[src/rtl/rk05_bus_input_conditioner_pkg.sv]
// rk05_bus_input_conditioner_pkg: shared defaults for the RK05 bus input front end.
package rk05_bus_input_conditioner_pkg;
  localparam int RK05_WIDTH = 4;
  localparam int RK05_SYNC_STAGES = 2;
  localparam int RK05_FILTER_CYCLES = 8;
  localparam logic RK05_INACTIVE = 1'b1;
  function automatic int cnt_width(input int filter_cycles);
    return $clog2(filter_cycles + 1);
  endfunction
endpackage

[src/rtl/rk05_bus_input_conditioner_sync_filter.sv]
// rk05_bus_input_conditioner_sync_filter: one channel of set-type synchronizer plus stability filter.
module rk05_dff_set
  import rk05_bus_input_conditioner_pkg::*;
(
  input  logic clock,
  input  logic set,
  input  logic d,
  output logic q
);
  always_ff @(posedge clock or posedge set)
    if (set) q <= RK05_INACTIVE;
    else q <= d;
endmodule

module rk05_bus_input_conditioner_sync_filter
  import rk05_bus_input_conditioner_pkg::*;
#(
  parameter int SYNC_STAGES = RK05_SYNC_STAGES,
  parameter int FILTER_CYCLES = RK05_FILTER_CYCLES
) (
  input  logic clock,
  input  logic reset,
  input  logic bus_n_in,
  input  logic glitch_clr,
  output logic level_n_out,
  output logic assert_pulse,
  output logic release_pulse,
  output logic glitch_flag
);
  localparam int CW = cnt_width(FILTER_CYCLES);
  logic [SYNC_STAGES:0] sync;
  logic [CW-1:0] cnt_q, cnt_d;
  logic level_q, level_d, ap_q, ap_d, rp_q, rp_d, glitch_q, glitch_d;
  logic s, diff, fire;
  assign sync[0] = bus_n_in;
  for (genvar i = 0; i < SYNC_STAGES; i++) begin : g_sync
    rk05_dff_set u_ff (.clock(clock), .set(reset), .d(sync[i]), .q(sync[i+1]));
  end
  assign s = sync[SYNC_STAGES];
  always_comb begin
    diff = s != level_q;
    fire = diff && cnt_q == CW'(FILTER_CYCLES - 1);
    cnt_d = (!diff || fire) ? '0 : cnt_q + 1'b1;
    level_d = fire ? s : level_q;
    ap_d = fire && !s;
    rp_d = fire && s;
    // an abandoned partial count means the input bounced back before being accepted
    glitch_d = (!diff && cnt_q != '0) || (glitch_q && !glitch_clr);
  end
  always_ff @(posedge clock or posedge reset)
    if (reset) begin
      cnt_q <= '0;
      level_q <= RK05_INACTIVE;
      ap_q <= 1'b0;
      rp_q <= 1'b0;
      glitch_q <= 1'b0;
    end else begin
      cnt_q <= cnt_d;
      level_q <= level_d;
      ap_q <= ap_d;
      rp_q <= rp_d;
      glitch_q <= glitch_d;
    end
  assign level_n_out = level_q;
  assign assert_pulse = ap_q;
  assign release_pulse = rp_q;
  assign glitch_flag = glitch_q;
endmodule

[src/rtl/rk05_bus_input_conditioner.sv]
// rk05_bus_input_conditioner: WIDTH independent synchronize-and-filter channels for active-low RK05 controls.
module rk05_bus_input_conditioner
  import rk05_bus_input_conditioner_pkg::*;
#(
  parameter int WIDTH = RK05_WIDTH,
  parameter int SYNC_STAGES = RK05_SYNC_STAGES,
  parameter int FILTER_CYCLES = RK05_FILTER_CYCLES
) (
  input  logic             clock,
  input  logic             reset,
  input  logic [WIDTH-1:0] bus_n_in,
  output logic [WIDTH-1:0] level_n_out,
  output logic [WIDTH-1:0] assert_pulse,
  output logic [WIDTH-1:0] release_pulse,
  output logic [WIDTH-1:0] glitch_flag,
  input  logic [WIDTH-1:0] glitch_clr
);
  for (genvar i = 0; i < WIDTH; i++) begin : g_ch
    rk05_bus_input_conditioner_sync_filter #(
      .SYNC_STAGES(SYNC_STAGES),
      .FILTER_CYCLES(FILTER_CYCLES)
    ) u_ch (
      .clock(clock),
      .reset(reset),
      .bus_n_in(bus_n_in[i]),
      .glitch_clr(glitch_clr[i]),
      .level_n_out(level_n_out[i]),
      .assert_pulse(assert_pulse[i]),
      .release_pulse(release_pulse[i]),
      .glitch_flag(glitch_flag[i])
    );
  end
endmodule
[config.mk]
export PLATFORM = sky130hd
export DESIGN_NAME = rk05_bus_input_conditioner
export DESIGN_NICKNAME = d
export VERILOG_FILES = /design/src/rtl/rk05_bus_input_conditioner_pkg.sv /design/src/rtl/rk05_bus_input_conditioner_sync_filter.sv /design/src/rtl/rk05_bus_input_conditioner.sv
export SDC_FILE = /design/constraint.sdc
export NUM_CORES = 1
export LEC_CHECK = 0
export ABC_AREA = 1
export BUFFER_PORTS_ARGS = -buffer_cell sky130_fd_sc_hd__buf_2
export CORE_ASPECT_RATIO = 0.75
export CORE_MARGIN = 2
export CORE_UTILIZATION = 50
export CTS_CLUSTER_SIZE = 12
export DETAILED_ROUTE_END_ITERATION = 8
export GPL_ROUTABILITY_DRIVEN = 0
export GPL_TIMING_DRIVEN = 0
export PLACE_DENSITY_LB_ADDON = 0.15
export SKIP_LAST_GASP = 1
export SLEW_MARGIN = 15
export SYNTH_ARGS = -nofsm -noshare
export SYNTH_HDL_FRONTEND = slang
export SYNTH_SLANG_ARGS = --single-unit
[constraint.sdc]
create_clock -name clock -period 1 [get_ports clock]
set_input_delay 0.2 -clock clock [delete_from_list [all_inputs] [get_ports clock]]
set_output_delay 0.2 -clock clock [all_outputs]
set_load 0.01 [all_outputs]
After elaboration in Yosys (flattened, before gate mapping)
Index checks and enable logic that the tools add are counted.
{ "classes": {"addsub": 4, "n_eq_ne": 8, "n_mux": 4, "reduce_logical": 44} }
{ "op_table": {"columns": ["cell", "count"], "rows": [
  ["logical AND 1 bit", 20],
  ["adder 4 x 1 -> 4 bit (second input constant)", 4],
  ["equality test 4 x 3 -> 1 bit (second input constant)", 4],
  ["2-to-1 mux 4 bit", 4],
  ["nonzero test 4 bit", 4],
  ["zero test 1 bit", 12],
  ["logical OR 1 bit", 8],
  ["!= test 1 bit", 4]
]} }
{ "totals": {"regBits": 40, "input_bits": 10, "word_cells": 88} }

Longest topological paths before layout
Gate-level depths: netlist (run 1).
{ "depth": {"word_depth": 4, "mapped_depth": 5} }

By module
From an unflattened synthesis (run 1), not the netlist that was laid out.
{ "unflattened": {"hier_cells": 184, "area_unflattened_um2": 1671.6} }
{ "modules_own_cells": {"columns": ["mod", "instances", "cells_per_inst", "area_per_inst_um2"], "rows": [
  ["rk05_bus_input_conditioner_sync_filter", 4, 42, 357.8],
  ["rk05_dff_set", 8, 2, 30.0]
]} }

Worst setup path before layout (run 1)
Ideal clock, no wire load.
{ "synth_timing": {"kind": "reg-to-reg", "from": "register g_ch[0].u_ch.cnt_q[0]", "to": "register g_ch[0].u_ch.cnt_q[3]", "arrival_ns": 0.940, "required_ns": 0.928, "slack_ns": -0.011, "stages_incl_launch_ff": 5, "period_less_slack_ns": 1.011, "path_cell_list": "dfrtp_1 -> ha_1 -> nand3_4 -> nand2_1 -> nor2_1"} }
{ "synth_between": {"elab_chain_cells": 4} }
{ "synth_rtl": {"columns": ["element", "line_no", "text"], "rows": [
  ["from (decl)", "rk05_bus_input_conditioner_sync_filter.sv:32", "logic [CW-1:0] cnt_q, cnt_d;"],
  ["from (signal assigned)", "rk05_bus_input_conditioner_sync_filter.sv:58", "cnt_q <= cnt_d;"],
  ["parallel branches: the longest is 3 deep, another holds adder 4 x 1 -> 4 bit", null, null],
  ["2-to-1 mux 4 bit (*)", "rk05_bus_input_conditioner_sync_filter.sv:43", "cnt_d = (!diff || fire) ? '0 : cnt_q + 1'b1;"],
  ["via g_ch[0].u_ch.cnt_d[3]", "rk05_bus_input_conditioner_sync_filter.sv:32", null]
]} }
Mark *: on every way through the listed nets, which the timed path passes.
A chain may end at the register's enable or synchronous reset.

Final worst setup path (run 1)
{ "layout_timing": {"from": "register g_ch[1].u_ch.level_q", "to": "output port level_n_out[1]"} }
{ "layout_rtl": {"columns": ["element", "line_no", "text"], "rows": [
  ["from (decl)", "rk05_bus_input_conditioner_sync_filter.sv:33", "logic level_q, level_d, ap_q, ap_d, rp_q, rp_d, glitch_q, glitch_d;"],
  ["from (signal assigned)", "rk05_bus_input_conditioner_sync_filter.sv:59", "level_q <= level_d;"],
  ["to (decl)", "rk05_bus_input_conditioner.sv:12", "output logic [WIDTH-1:0] level_n_out,"]
]} }
No word-level cell between the ends.

==> results of run 1 <==
-- critical path, delay by kind of cell, from the launching register on --
family                 cells  cell delay [ns]
buffers and inverters      2             0.17
flip-flops                 1             0.55
-- cell type report --
class	count	area, µm²	area share
Clock buffer	5	68.8	0.0275
Multi-Input combinational cell	92	779	0.312
Tap cell	40	50.0	0.0200
Buffer	4	45.0	0.0180
Inverter	35	138	0.0550
Clock inverter	3	42.5	0.0170
Sequential cell	40	1020	0.409
Timing Repair Buffer	39	355	0.142
-- state kept, by name (all words and copies together) (netlist names) --
signal and cells:
g_ch.u_ch.cnt_q 16, g_ch.u_ch.g_sync.u_ff.q 8, g_ch.u_ch.assert_pulse 4, g_ch.u_ch.glitch_flag 4, g_ch.u_ch.level_n_out 4, g_ch.u_ch.release_pulse 4
-- synthesized netlist by cell type --
cell type	count	area share
xnor2_1	4	0.020
nor2_1	22	0.046
buf_4	16	0.067
o21bai_1	2	0.0084
dfrtp_1	28	0.39
ha_1	8	0.056
nand3_4	2	0.020
nand3_1	4	0.011
nor3_1	4	0.011
nand4_1	4	0.014
dfstp_2	12	0.18
nand2_1	32	0.067
nand3_2	2	0.011
nor2_4	2	0.013
inv_2	2	0.0042
inv_1	33	0.069
o21ai_0	6	0.017
-- cells by family after synthesis --
kind of cell / after synthesis
AND/OR/NAND/NOR: 72
buffers and inverters: 51
flip-flops: 40
AO/OA/AOI/OAI: 8
adder cells (fa/ha/maj): 8
XOR/XNOR: 4
-- metal layers --
metal  routed length (µm)  track usage
met2                 1690        0.283
met1                 1430        0.208
met4                   64       0.0873
met3                   92       0.0489
met5                    0            0
-- timing repair --
| action | in CTS | in global routing |
|---|---|---|
| endpoints found under the hold margin | 3 | 1 |
| setup buffers | 8 | 3 |
| hold buffers | 3 | 1 |
| gates resized for setup | 57 | 41 |
| pin swaps | 18 | 14 |
| cloned | 0 | 0 |
| setup endpoints to repair | 40 | 44 |
-- power breakdown --
group / leakage [nW] / switching, mW / internal, mW / total, mW
Combinational: 0.607 / 1.00 / 1.12 / 2.12
Sequential: 0.492 / 0.431 / 2.01 / 2.44
Clock: 0.0541 / 0.560 / 0.738 / 1.30
Total: 1.15 / 1.99 / 3.86 / 5.85
-- how the worst max path moves through the flow --
stage	start	slack (ns)	cells past startpoint	endpoint
after floorplan	g_ch[2].u_ch.cnt_q[0]	0.01	4	g_ch[2].u_ch.cnt_q[3]
after global placement	g_ch[2].u_ch.cnt_q[0]	-0.06	4	g_ch[2].u_ch.cnt_q[3]
after detailed placement	g_ch[3].u_ch.cnt_q[0]	-0.11	4	g_ch[3].u_ch.cnt_q[3]
after CTS	g_ch[3].u_ch.level_n_out	-0.25	2	level_n_out[3]
after global routing	g_ch[3].u_ch.level_n_out	-0.25	2	level_n_out[3]
final	g_ch[1].u_ch.level_n_out	-0.22	2	level_n_out[1]
-- per-stage QoR --
step | setup WS, ns | std cells
after floorplan | 0.0120 | 183
after global placement | -0.0552 | 248
after detailed placement | -0.108 | 248
after CTS | -0.247 | 255
after global routing | -0.252 | 258
final | -0.225 | 258
==> qor.yml, run 1 <==
fin_ws_ns: -0.225
rows: 18
rr_worst_depth: 7
synth_compound_area_frac: 0.0251
synth_xor_xnor_area_share: 0.0195
ys_types: 17
end_kind: "primary output"
syn_nets: 201
drc: 0
arrival_ns: 1.02
critPathLaunchType: "register"
final.setup.tns_ns: -3.02
synthAdderAreaFrac: 0.0558
power.total_mw: 5.85
antenna_found_initial: 0
htree_num_levels: 2
nets: 235
yosysWarnings: 0
r2r_slack_ns: -0.15
yosysSeqAreaShare: 0.567
timing.slew.headroom: 0.459
violations: "setup timing"
clock_latency_ns: 0.29
wl_per_cell_um: 12.7
syn_inst: 183
antenna_left: 0
clkSinkCount: 40
min_path_type: "primary input to asynchronous set/reset pin"
grt_pass1_wl_um: 5310
peakVddDrop_mv: 1.40
crit_chain: "buf_6 > buf_6"
cp_max_fo: 2
utilization: 0.746
max_stage_delay_ns: 0.55
leakagePower_nw: 1.15
cap_violations: 0
avgSynthCellArea_um2: 9.80
totalWireLength_um: 3280
diodes: 0
r2r-end: "g_ch[0].u_ch.cnt_q[0]"
timing_hold_violations_final: 0
cts_buffers: 5
rsz0062_at_grt: "yes"
timing.rr.start: "g_ch[0].u_ch.level_n_out"
grt_pass1_vias: 1229
start_util: 0.534
yosys.area_share.simple: 0.193
numPortBuffers: 25
syn_to_final_growth_pct: 39.6
grt_usage: 0.173
crit_top_cell: "buf_6"
overflow: 0
slowest_stage: "dfstp_2"
root_buffer: "clkbuf_8"
fin_hold_ws_ns: 0.0446
vias: 1250
ctsLongestPathBuffers: 2
fmaxAchievable_mhz: 817
routed_via_density: 4.84
layout_commonest_cell: "inv_1"
fin_crit_ns: 1.22
drtIter0Drc: 36
grt_max_degree: 41
dr.pass1.iters: 4
path_clk_slew_ns: 0.08
slew_viol_final: 0
num-fill-cells: 219
clock_skew_ns: 0.00892
ys_ff_latch: 40
synthesis.area_um2: 1790
dp_hpwl_um: 1970
core_um2: 3360
synth_mux_area_frac: 0
powerDensity_nw_per_um2: 2340
fin_crit_sh: 1.22
ioPinCount: 26
die_y_um: 55.9
die-area_um2: 4090
tightest_slew_ns: 0.810
dpl-instance-area_um2: 1980
crit_type: "register to primary output"
finalSetupViolations: 33
tritoncts: "built"
post-route-cell-area_um2: 2500
synth_top_family_by_area: "simple AND/OR/NAND/NOR gates"
die_w_um: 73.1
crit_required_ns: 0.80
most-common-layout-cells: "inv_1 (27), buf_6 (24), dfrtp_1 (22)"
drive_above_1_share: 0.537
outcome: "complete, but fails checks"
Power figures use the tool's default switching activity.
==> run 2, diff against run 1 <==
TNS_END_PERCENT = 10   (was default)
==> qor.yml, run 2 (synthesis gave the netlist of run 1 again) <==
outcome: "complete, but fails checks"
violations: "setup timing"
clock_latency_ns: 0.29  # about the same
most-common-layout-cells: "inv_1 (31), nand2_1 (28), dfrtp_1 (28)"
grt_pass1_wl_um: 5130  # -3.4%
cap_violations: 0  # unchanged
crit_chain: "buf_6 > buf_6"
antenna_found_initial: 0  # unchanged
timing_hold_violations_final: 0  # unchanged
worstPathBufferInverterCount: 2  # unchanged
nets: 242  # +3.0%
critPathLaunchType: "register"
overflow: 0  # unchanged
die_y_um: 55.9  # unchanged
leakagePower_nw: 1.15  # -0.63%
antenna_left: 0  # unchanged
tritoncts: "built"
path_clk_slew_ns: 0.07  # about the same
max_stage_delay_ns: 0.56  # about the same
fin_ws_ns: -0.229  # -0.00444 ns
drc: 0  # unchanged
utilization: 0.658  # -0.0876
grt_usage: 0.167  # -0.00643
syn_to_final_growth_pct: 23.2
r2r_slack_ns: -0.18  # -0.03 ns
arrival_ns: 1.03  # about the same
timing.slew.headroom: 0.450  # -0.00878
drtIter0Drc: 68  # +89%
diodes: 0  # unchanged
fmaxAchievable_mhz: 814  # -0.36%
grt_max_degree: 41  # unchanged
fin_crit_sh: 1.23  # +0.00444
peakVddDrop_mv: 1.32  # -5.4%
largest_register_ffs: 16  # unchanged
root_buffer: "clkbuf_8"
end_kind: "primary output"
dr.pass1.iters: 5  # +1
fin_crit_ns: 1.23  # +0.00444 ns
numPortBuffers: 25  # unchanged
ioPinCount: 26  # unchanged
crit_required_ns: 0.80  # about the same
cts_buffers: 5  # unchanged
slowest_stage: "dfstp_2"
rows: 18  # unchanged
rr_worst_depth: 6  # -1
vias: 1251  # +0.080%
crit_top_cell: "buf_6"
top_regs: "g_ch.u_ch.cnt_q: 16 flops, g_ch.u_ch.g_sync.u_ff.q: 8 flops"
htree_num_levels: 2  # unchanged
final.setup.tns_ns: -4.84  # -1.82 ns
crit_type: "register to primary output"
timing.rr.start: "g_ch[0].u_ch.level_n_out"
crit_family: "flip-flops"
clock_skew_ns: 0.00303  # -0.00589 ns
die-area_um2: 4090  # unchanged
tightest_slew_ns: 0.823  # +0.0131 ns
ctsLongestPathBuffers: 2  # unchanged
clkSinkCount: 40  # unchanged
totalWireLength_um: 2900  # -11%
r2r-end: "g_ch[0].u_ch.cnt_q[3]"
min_path_type: "primary input to asynchronous set/reset pin"
start_util: 0.534  # unchanged
dp_hpwl_um: 2090  # +6.1%
wl_per_cell_um: 10.9  # -14%
finalSetupViolations: 41  # +24%
die_w_um: 73.1  # unchanged
powerDensity_nw_per_um2: 2230  # -4.5%
grt_pass1_vias: 1259  # +2.4%
core_um2: 3360  # unchanged
slew_viol_final: 0  # unchanged
rsz0062_at_grt: "yes"
top_register: "g_ch.u_ch.cnt_q"
layout_commonest_cell: "inv_1"
routed_via_density: 4.72  # -2.6%
cp_max_fo: 2  # unchanged
drive_above_1_share: 0.356  # -0.181
## run 2: cell types whose count changed in the layout (fill, tap and decap cells not counted), sizes merged
| cell | previous run | this run |
|---|---|---|
| clkinvlp | 2 | 1 |
| clkbuf | 5 | 8 |
| buf | 39 | 46 |
| bufinv | 1 | 0 |
| clkinv | 1 | 0 |
## run 2: area by class of cell
class,instances,area [µm²]
Buffer,16,135
Sequential cell,40,1020
Multi-Input combinational cell,92,551
Timing Repair Buffer,34,231
Tap cell,40,50.0
Clock buffer,8,90.1
Fill cell,270,1150
Inverter,35,135
## run 2: worst max path at each step
stage	start	endpoint	slack, ns	cells after the start
after detailed placement	g_ch[0].u_ch.cnt_q[0]	g_ch[0].u_ch.cnt_q[3]	-0.13	4
after global routing	g_ch[3].u_ch.level_n_out	level_n_out[3]	-0.27	2
final	g_ch[1].u_ch.level_n_out	level_n_out[1]	-0.23	2
after floorplan	g_ch[0].u_ch.cnt_q[0]	g_ch[0].u_ch.cnt_q[3]	-0.01	4
after global placement	g_ch[1].u_ch.level_n_out	g_ch[1].u_ch.cnt_q[3]	-0.09	5
after CTS	g_ch[1].u_ch.level_n_out	level_n_out[1]	-0.23	2
## run 2: per-layer routing
| layer | vias up | part of all wire | GRT usage | wire [µm] |
|---|---|---|---|---|
| met2 | 27 | 0.52 | 0.284 | 1510 |
| li1 | 620 | - | - | - |
| met3 | 6 | 0.058 | 0.0833 | 167 |
| met5 | - | 0 | 0 | 0 |
| met4 | 0 | 0.014 | 0.0556 | 42 |
| met1 | 598 | 0.41 | 0.178 | 1180 |
## run 2: stage by stage
stage / setup WS (ns) / std cells / instance area (µm²) / power [mW] / hold slack (ns)
detailed placement: -0.130 / 248 / 1970 / 3.61 / 0.306
global route: -0.271 / 265 / 2210 / 5.31 / 0.123
floorplan: -0.0112 / 183 / 1800 / 3.22 / 0.174
global placement: -0.0886 / 248 / 1970 / 3.50 / 0.305
CTS: -0.231 / 264 / 2170 / 4.92 / 0.0786
finish: -0.229 / 265 / 2210 / 4.93 / 0.0515
## run 2: what timing repair did
item                                    CTS  global route
gates resized for setup                   8            10
buffers inserted                          4             1
hold buffers                              4             0
pin swaps                                 0             3
cloned                                    0             0
hold endpoints to repair                  4             0
endpoints found under the setup margin   40            48
## run 2: report_power, final
part	internal [mW]	switching, mW	total (mW)
Clock	0.562	0.522	1.08
Combinational	0.800	0.730	1.53
Sequential	1.99	0.330	2.32
